File: config.mk
export PLATFORM = sky130hd
export DESIGN_NAME = fifo_rd_stream
export DESIGN_NICKNAME = d
export VERILOG_FILES = /design/src/rtl/fifo_rd_stream.sv
export SDC_FILE = /design/constraint.sdc
export NUM_CORES = 1
export LEC_CHECK = 0
export ABC_CLOCK_PERIOD_IN_PS = 2350
export BUFFER_PORTS_ARGS = -buffer_cell sky130_fd_sc_hd__buf_2
export CAP_MARGIN = 20
export CELL_PAD_IN_SITES_DETAIL_PLACEMENT = 0
export CELL_PAD_IN_SITES_GLOBAL_PLACEMENT = 1
export CORE_MARGIN = 2
export CORE_UTILIZATION = 36
export CTS_CLUSTER_DIAMETER = 150
export DETAILED_ROUTE_END_ITERATION = 10
export PLACE_DENSITY = 0.79
export SLEW_MARGIN = 20
export SYNTH_ARGS = -nofsm -noshare
export SYNTH_HDL_FRONTEND = slang
export SYNTH_SLANG_ARGS = --single-unit
File: constraint.sdc
create_clock -name clk -period 2.35 [get_ports clk]
set_input_delay 0.3525 -clock clk [delete_from_list [all_inputs] [get_ports clk]]
set_output_delay 0.3525 -clock clk [all_outputs]
set_load 0.05 [all_outputs]
File: src/rtl/fifo_rd_stream.sv
// Read-side adapter from a synchronous FIFO with one-cycle read latency to a
// valid/ready stream. A 2-entry skid buffer absorbs the in-flight read.
module fifo_rd_stream #(
    parameter int DATA_WIDTH = 8,
    parameter int CNT_WIDTH  = 16
) (
    input  logic                  clk,
    input  logic                  rst,
    input  logic                  enable,
    input  logic                  fifo_empty,
    input  logic [DATA_WIDTH-1:0] fifo_data,
    output logic                  fifo_rd_cs,
    output logic                  fifo_rd_en,
    output logic                  out_valid,
    input  logic                  out_ready,
    output logic [DATA_WIDTH-1:0] out_data,
    output logic [CNT_WIDTH-1:0]  xfer_cnt,
    output logic                  busy
);

    logic [1:0]            count;
    logic                  inflight;
    logic [DATA_WIDTH-1:0] slot0;
    logic [DATA_WIDTH-1:0] slot1;
    logic                  pop;
    logic [2:0]            level;

    // Outputs are forced quiet during the reset cycle itself, not just after it.
    assign out_valid  = !rst && (count != 2'd0);
    assign out_data   = rst ? '0 : slot0;
    assign busy       = !rst && ((count != 2'd0) || inflight);
    assign pop        = out_valid && out_ready;
    assign fifo_rd_cs = enable;

    // Occupancy after this cycle, counting the word already requested.
    assign level      = {1'b0, count} + {2'b00, inflight} - {2'b00, pop};
    assign fifo_rd_en = !rst && enable && !fifo_empty && (level < 3'd2);

    always_ff @(posedge clk) begin
        if (rst) begin
            count    <= 2'd0;
            inflight <= 1'b0;
            xfer_cnt <= '0;
            slot0    <= '0;
            slot1    <= '0;
        end else begin
            inflight <= fifo_rd_en;
            xfer_cnt <= xfer_cnt + CNT_WIDTH'(pop);
            unique case ({inflight, pop})
                2'b10: begin
                    if (count == 2'd0) slot0 <= fifo_data;
                    else               slot1 <= fifo_data;
                    count <= count + 2'd1;
                end
                2'b01: begin
                    slot0 <= slot1;
                    count <= count - 2'd1;
                end
                2'b11: begin
                    // Head leaves while a new word lands; occupancy is unchanged.
                    if (count == 2'd1) begin
                        slot0 <= fifo_data;
                    end else begin
                        slot0 <= slot1;
                        slot1 <= fifo_data;
                    end
                end
                default: ;
            endcase
        end
    end

endmodule

==> results.cfg, run 1 <==
[status]
status = finished with violations
violations = setup timing

[clock_network]
htreeDepth = 2
numCtsBuffers = 5
cts_root_buffer = clkbuf_8
cts_tree = yes
clk_path_buf_depth = 2
insertion_delay_ns = 0.29
numClockSinks = 35
path_clk_slew_ns = 0.08

[power]
irDropWorstVdd_v = 0.0003525
power_density_nw_per_um2 = 723.3
power.leakage_nw = 0.9135
p_total_mw = 1.723

[timing]
layout_setup_ws_ns = -0.3652
fin_hold_ws_ns = 0.3413
finalHoldViolCount = 0
fmaxAchievable_ghz = 0.3683
rsz0062_at_grt = yes
min_period_ns = 2.715
setup_viol = 1
finalMaxSlewViolations = 0
min_period_over_period_pct = 115.5
tightestPinTransition_ns = 0.5780
slew_headroom_pct = 61.32
finClkSkew_ns = 0.01267
tns_ns = -0.3652

[route]
avgRoutedWirePerCell_um = 12.56
vias = 1620
drt-initial-drc-count = 61
totalWireLength_um = 4068
via_per_inst = 5.000
drt_pass1_iterations = 4
postRouteAntennaNets = 0
route.detailed.drc = 0

[yosys]
synth.top_cell.area_share_pct = 37.97
syn_area_um2 = 1846
syn_nets = 230
synth_area_leaders = dfxtp_1, a21oi_1, a311oi_2, nor2b_1, o21ai_0
synth_top_area_cell = dfxtp_1
synthCells = 209
yosysWarningCount = 0
avgSynthCellArea_um2 = 8.830
ys_seq_area_share_pct = 37.97
ys_ff_latch = 35
ys_types = 31

[placement]
port_buffers = 40
dpl_cell_area_um2 = 2231
dp_cells = 316
dp_slack_ns = -0.1689
place_hpwl_um = 2913
gp_congestion = 0.7164

[final_layout]
final_cells = 324
area_growth_pct = 29.08
num-nets-final = 274
n_antenna_cell = 0
final_core_util_pct = 47.25
design_area_um2 = 2382
drive_gt1_share_pct = 34.25

[setup_path]
critPathKind = flip-flop to output port
cp_max_fo = 2
end_kind = output port
critPathRequiredTime_ns = 2.00
cp-start-kind = flip-flop
critPathArrivalTime_ns = 2.36

[floorplan]
die_area_um2 = 5715
die_y_um = 75.60
num_io_pins = 41
core_area_um2 = 5042
fp.dieW_um = 75.60
start_util_pct = 36.60
rows = 26

[grt]
antenna_found_initial = 0
grt_max_degree = 48
grt_pass1_wl_um = 6768
grt.overflow.total = 0
grt_pass1_vias = 1517
grt_use_total_pct = 15.31

[run]
cap_violations = 0

[min_path]
hold_path.class = input port to flip-flop
-- flip-flops by register name (all words and copies together), names as in the netlist --
name      count
inflight      1
slot0         8
slot1         8
count         2
xfer_cnt     16
-- worst max-delay path, stage by stage (launching register included) --
cell       delay, ns
dfxtp_4         0.35
inv_2           0.04
ha_4            0.16
nor2_4          0.10
and2_4          0.15
ha_4            0.19
nand2b_4        0.13
fa_1            0.47
nand4bb_1       0.18
nor2_4          0.14
buf_6           0.16
-- layer usage --
metal	global-route usage (%)	up-vias	share of wire, %
met5	0	-	0
met4	4.094	0	0.54
met2	26.28	37	48
met1	19.07	734	47
li1	-	847	-
met3	3.968	2	4.1
-- timing repair --
action                                  4_1_cts  5_1_grt
pin swaps                                     1        0
hold buffers                                  0        0
endpoints found under the setup margin        1        6
buffers inserted                              0        0
gates resized for setup                       2        5
-- area by class of cell --
class                      instances  area (um2)
sequential                        35       705.7
timing repair buffer              53       304.0
fill                             504        2660
tap                               70       87.58
multi-input combinational        151        1146
clock buffer                       5       68.82
clock inverter                     3       43.79
inverter                           7       26.28
-- cells by family after synthesis --
kind of cell | synth area share, %
buffers and inverters | 5.424
adder cells (fa/ha/maj) | 5.830
flip-flops | 37.97
AND/OR/NAND/NOR | 18.85
XOR/XNOR | 2.847
multiplexers | 1.830
AO/OA/AOI/OAI | 27.26
-- cells in the final DEF (no fill, tap or decap), drive strengths merged, types with 2 or more instances in the layout --
cell type | synthesis | layout
a311oi | 8 | 8
or3 | 5 | 5
nor2b | 16 | 16
a21oi | 25 | 25
o31ai | 12 | 12
buf | 7 | 53
nor2 | 13 | 13
nand2b | 2 | 2
xnor2 | 2 | 2
ha | 7 | 7
o21ai | 20 | 20
clkbuf | 9 | 5
nand2 | 4 | 4
mux2 | 3 | 3
or4 | 4 | 4
nand3 | 5 | 5
clkinv | 0 | 2
xor2 | 4 | 4
and2 | 4 | 4
nand4 | 3 | 3
dfxtp | 35 | 35
nor4 | 3 | 3
inv | 7 | 7
o211ai | 8 | 8
-- power breakdown --
group	switching [mW]	total (mW)	leakage [nW]	internal, mW
logic	0.303	0.509	0.571	0.206
registers	0.0227	0.664	0.284	0.642
clock network	0.234	0.550	0.0581	0.316
total	0.559	1.72	0.913	1.16
-- Yosys cell counts (all sizes together) --
master / number
a211oi: 1
a21oi: 25
a311oi: 8
and2: 4
buf: 7
clkbuf: 9
dfxtp: 35
fa: 1
ha: 7
inv: 7
mux2: 3
nand2: 4
nand2b: 2
nand3: 5
nand4: 3
nand4bb: 1
nor2: 13
nor2b: 16
nor4: 3
o211ai: 8
o21ai: 20
o31ai: 12
or3: 5
or4: 4
xnor2: 2
xor2: 4
-- final timing paths --
path	startpoint	to	slack (ns)	cells past startpoint
hold / removal	fifo_data[2]	slot1[2]	0.34	3
setup reg to reg	count[0]	xfer_cnt[10]	0.11	10
setup / recovery	count[0]	fifo_rd_en	-0.37	10
hold reg to reg	slot1[5]	slot1[5]	0.48	2
Note: power is estimated with default switching activity, not from simulation.
==> inputs of run 2 (changes only) <==
- BUFFER_PORTS_ARGS: -buffer_cell sky130_fd_sc_hd__buf_2 -> -buffer_cell sky130_fd_sc_hd__buf_4
==> results.cfg, run 2 (synthesis gave the netlist of run 1 again) <==
[status]
status = finished with violations
violations = setup timing

[final_layout]
mostFrequentLayoutCell = buf_4
area_growth_pct = 35.05
num-nets-final = 277
largest_reg_flops = 16
final_cell_mix = buf_4, dfxtp_1, a21oi_1
drive_gt1_share_pct = 35.02
n_antenna_cell = 0
largest_register = xfer_cnt
reg_top3 = xfer_cnt (16), slot0 (8), slot1 (8)
design_area_um2 = 2492

[route]
route.detailed.drc = 0
postRouteAntennaNets = 0
vias = 1636
totalWireLength_um = 4102
avgRoutedWirePerCell_um = 12.54
via_per_inst = 5.003
drt_pass1_iterations = 4
drt-initial-drc-count = 51

[min_path]
min_from = fifo_data[1]
hold_path.class = input port to flip-flop
min_delay_worst_endpoint = slot1[1]
hold_depth = 3

[clock_network]
insertion_delay_ns = 0.28
cts_hold_buf = 0
path_clk_slew_ns = 0.07
post_cts_buffers = 0
htreeDepth = 2
clk_path_buf_depth = 2
cts_tree = yes
numCtsBuffers = 5
cts_root_buffer = clkbuf_8
numClockSinks = 35

[floorplan]
start_util_pct = 36.60
fp.dieW_um = 75.60
die_y_um = 75.60
die_area_um2 = 5715
num_io_pins = 41
core_area_um2 = 5042
rows = 26

[timing]
finalMaxSlewViolations = 0
fmaxAchievable_ghz = 0.3721
finClkSkew_ns = 0.006234
slew_headroom_pct = 65.66
rsz0062_at_grt = yes
layout_setup_ws_ns = -0.3372
min_period_ns = 2.687
min_period_over_period_pct = 114.4
setup_viol = 1
finalHoldViolCount = 0
tightestPinTransition_ns = 0.5151

[grt]
antenna_found_initial = 0
grt_max_degree = 48
grt_use_total_pct = 16.05
grt_pass1_vias = 1545
grt_pass1_wl_um = 6982
grt.overflow.total = 0

[setup_path]
crit_buf_inv = 2
critPathRequiredTime_ns = 2.00
reg2reg_to = xfer_cnt[12]
end_kind = output port
cp_max_fo = 2
r2r_setup_slack_ns = 0.15
reg2reg_from = count[1]
critPathSlowestCell = fa_1
critPathKind = flip-flop to output port
critPathTopFamily = adder cells
slowest_delay_ns = 0.47
critPathArrivalTime_ns = 2.33
r2r_cells = 10
cp-start-kind = flip-flop
crit_chain = inv_2 -> ha_4 -> nor2_4 -> and2_4 -> ha_4 -> nand2b_4 -> fa_1 -> nand4bb_1 -> nor2_4 -> buf_6

[power]
power_frac_clock_pct = 28.4
p_total_mw = 1.674
internal_power_mw = 1.140
sequentialPowerShare_pct = 39.8
combPwrFrac_pct = 31.8
power_density_nw_per_um2 = 671.7
p_switching_mw = 0.5343
power.leakage_nw = 0.9268
irDropWorstVdd_v = 0.0003683
switching_share_pct = 31.91

[run]
cap_violations = 0

[placement]
gp_congestion = 0.7566
dpl_cell_area_um2 = 2354
place_hpwl_um = 2947
port_buffers = 40
==> run 2: what timing repair did <==
action / CTS / global route
hold endpoints to repair: 0 / 0
pin swaps: 1 / 0
endpoints found under the setup margin: 1 / 12
resized for setup: 1 / 6
==> run 2: power by group through the flow <==
| stage | Combinational, mW | Clock [mW] | Sequential, mW |
|---|---|---|---|
| 6_report | 0.532 | 0.476 | 0.666 |
| 3_5_place_dp | 0.534 | 0 | 0.679 |
| 3_3_place_gp | 0.533 | 0 | 0.677 |
| 5_1_grt | 0.583 | 0.533 | 0.672 |
| 4_1_cts | 0.538 | 0.499 | 0.666 |
| 2_1_floorplan | 0.383 | 0 | 0.688 |
==> run 2: area by class of cell <==
type	instances	area, um2
fillers	495	2550
multi-input cells	151	1149
flip-flops and latches	35	705.7
repair buffers	56	424.2
clock buffers	8	100.1
well taps	70	87.58
inverters	7	26.28
==> run 2: how the worst max path moves through the flow <==
stage	depth (start not counted)	to	startpoint	slack, ns
2_1_floorplan	9	fifo_rd_en	count[1]	-0.39
3_3_place_gp	10	fifo_rd_en	count[1]	-0.03
3_5_place_dp	10	fifo_rd_en	count[1]	-0.07
4_1_cts	10	fifo_rd_en	count[1]	-0.36
5_1_grt	10	fifo_rd_en	count[1]	-0.47
6_report	10	fifo_rd_en	count[1]	-0.34
==> run 2: per-stage QoR <==
stage	utilization, %	hold WS [ns]	std cells	TNS, ns	setup WS [ns]
2_1_floorplan	-	0.4448	209	-0.4586	-0.3870
3_3_place_gp	46.67	0.4544	319	-0.02982	-0.02982
3_5_place_dp	46.67	0.4609	319	-0.06834	-0.06834
4_1_cts	48.73	0.3454	327	-0.3585	-0.3585
5_1_grt	49.43	0.3639	327	-0.4717	-0.4717
6_report	49.43	0.3589	327	-0.3372	-0.3372
==> run 2: worst min-delay path: cells and delay by family <==
kind,cells,cell delay (ns)
buffers and inverters,1,0.12
AOI/OAI and AO/OA,2,0.13
==> run 2: metal layers <==
layer | part of all wire, % | wire [um] | GRT usage [%]
met1 | 46 | 1894 | 19.40
met2 | 49 | 2000 | 27.05
met3 | 3.6 | 147 | 4.762
met4 | 1.4 | 59 | 5.848
met5 | 0 | 0 | 0
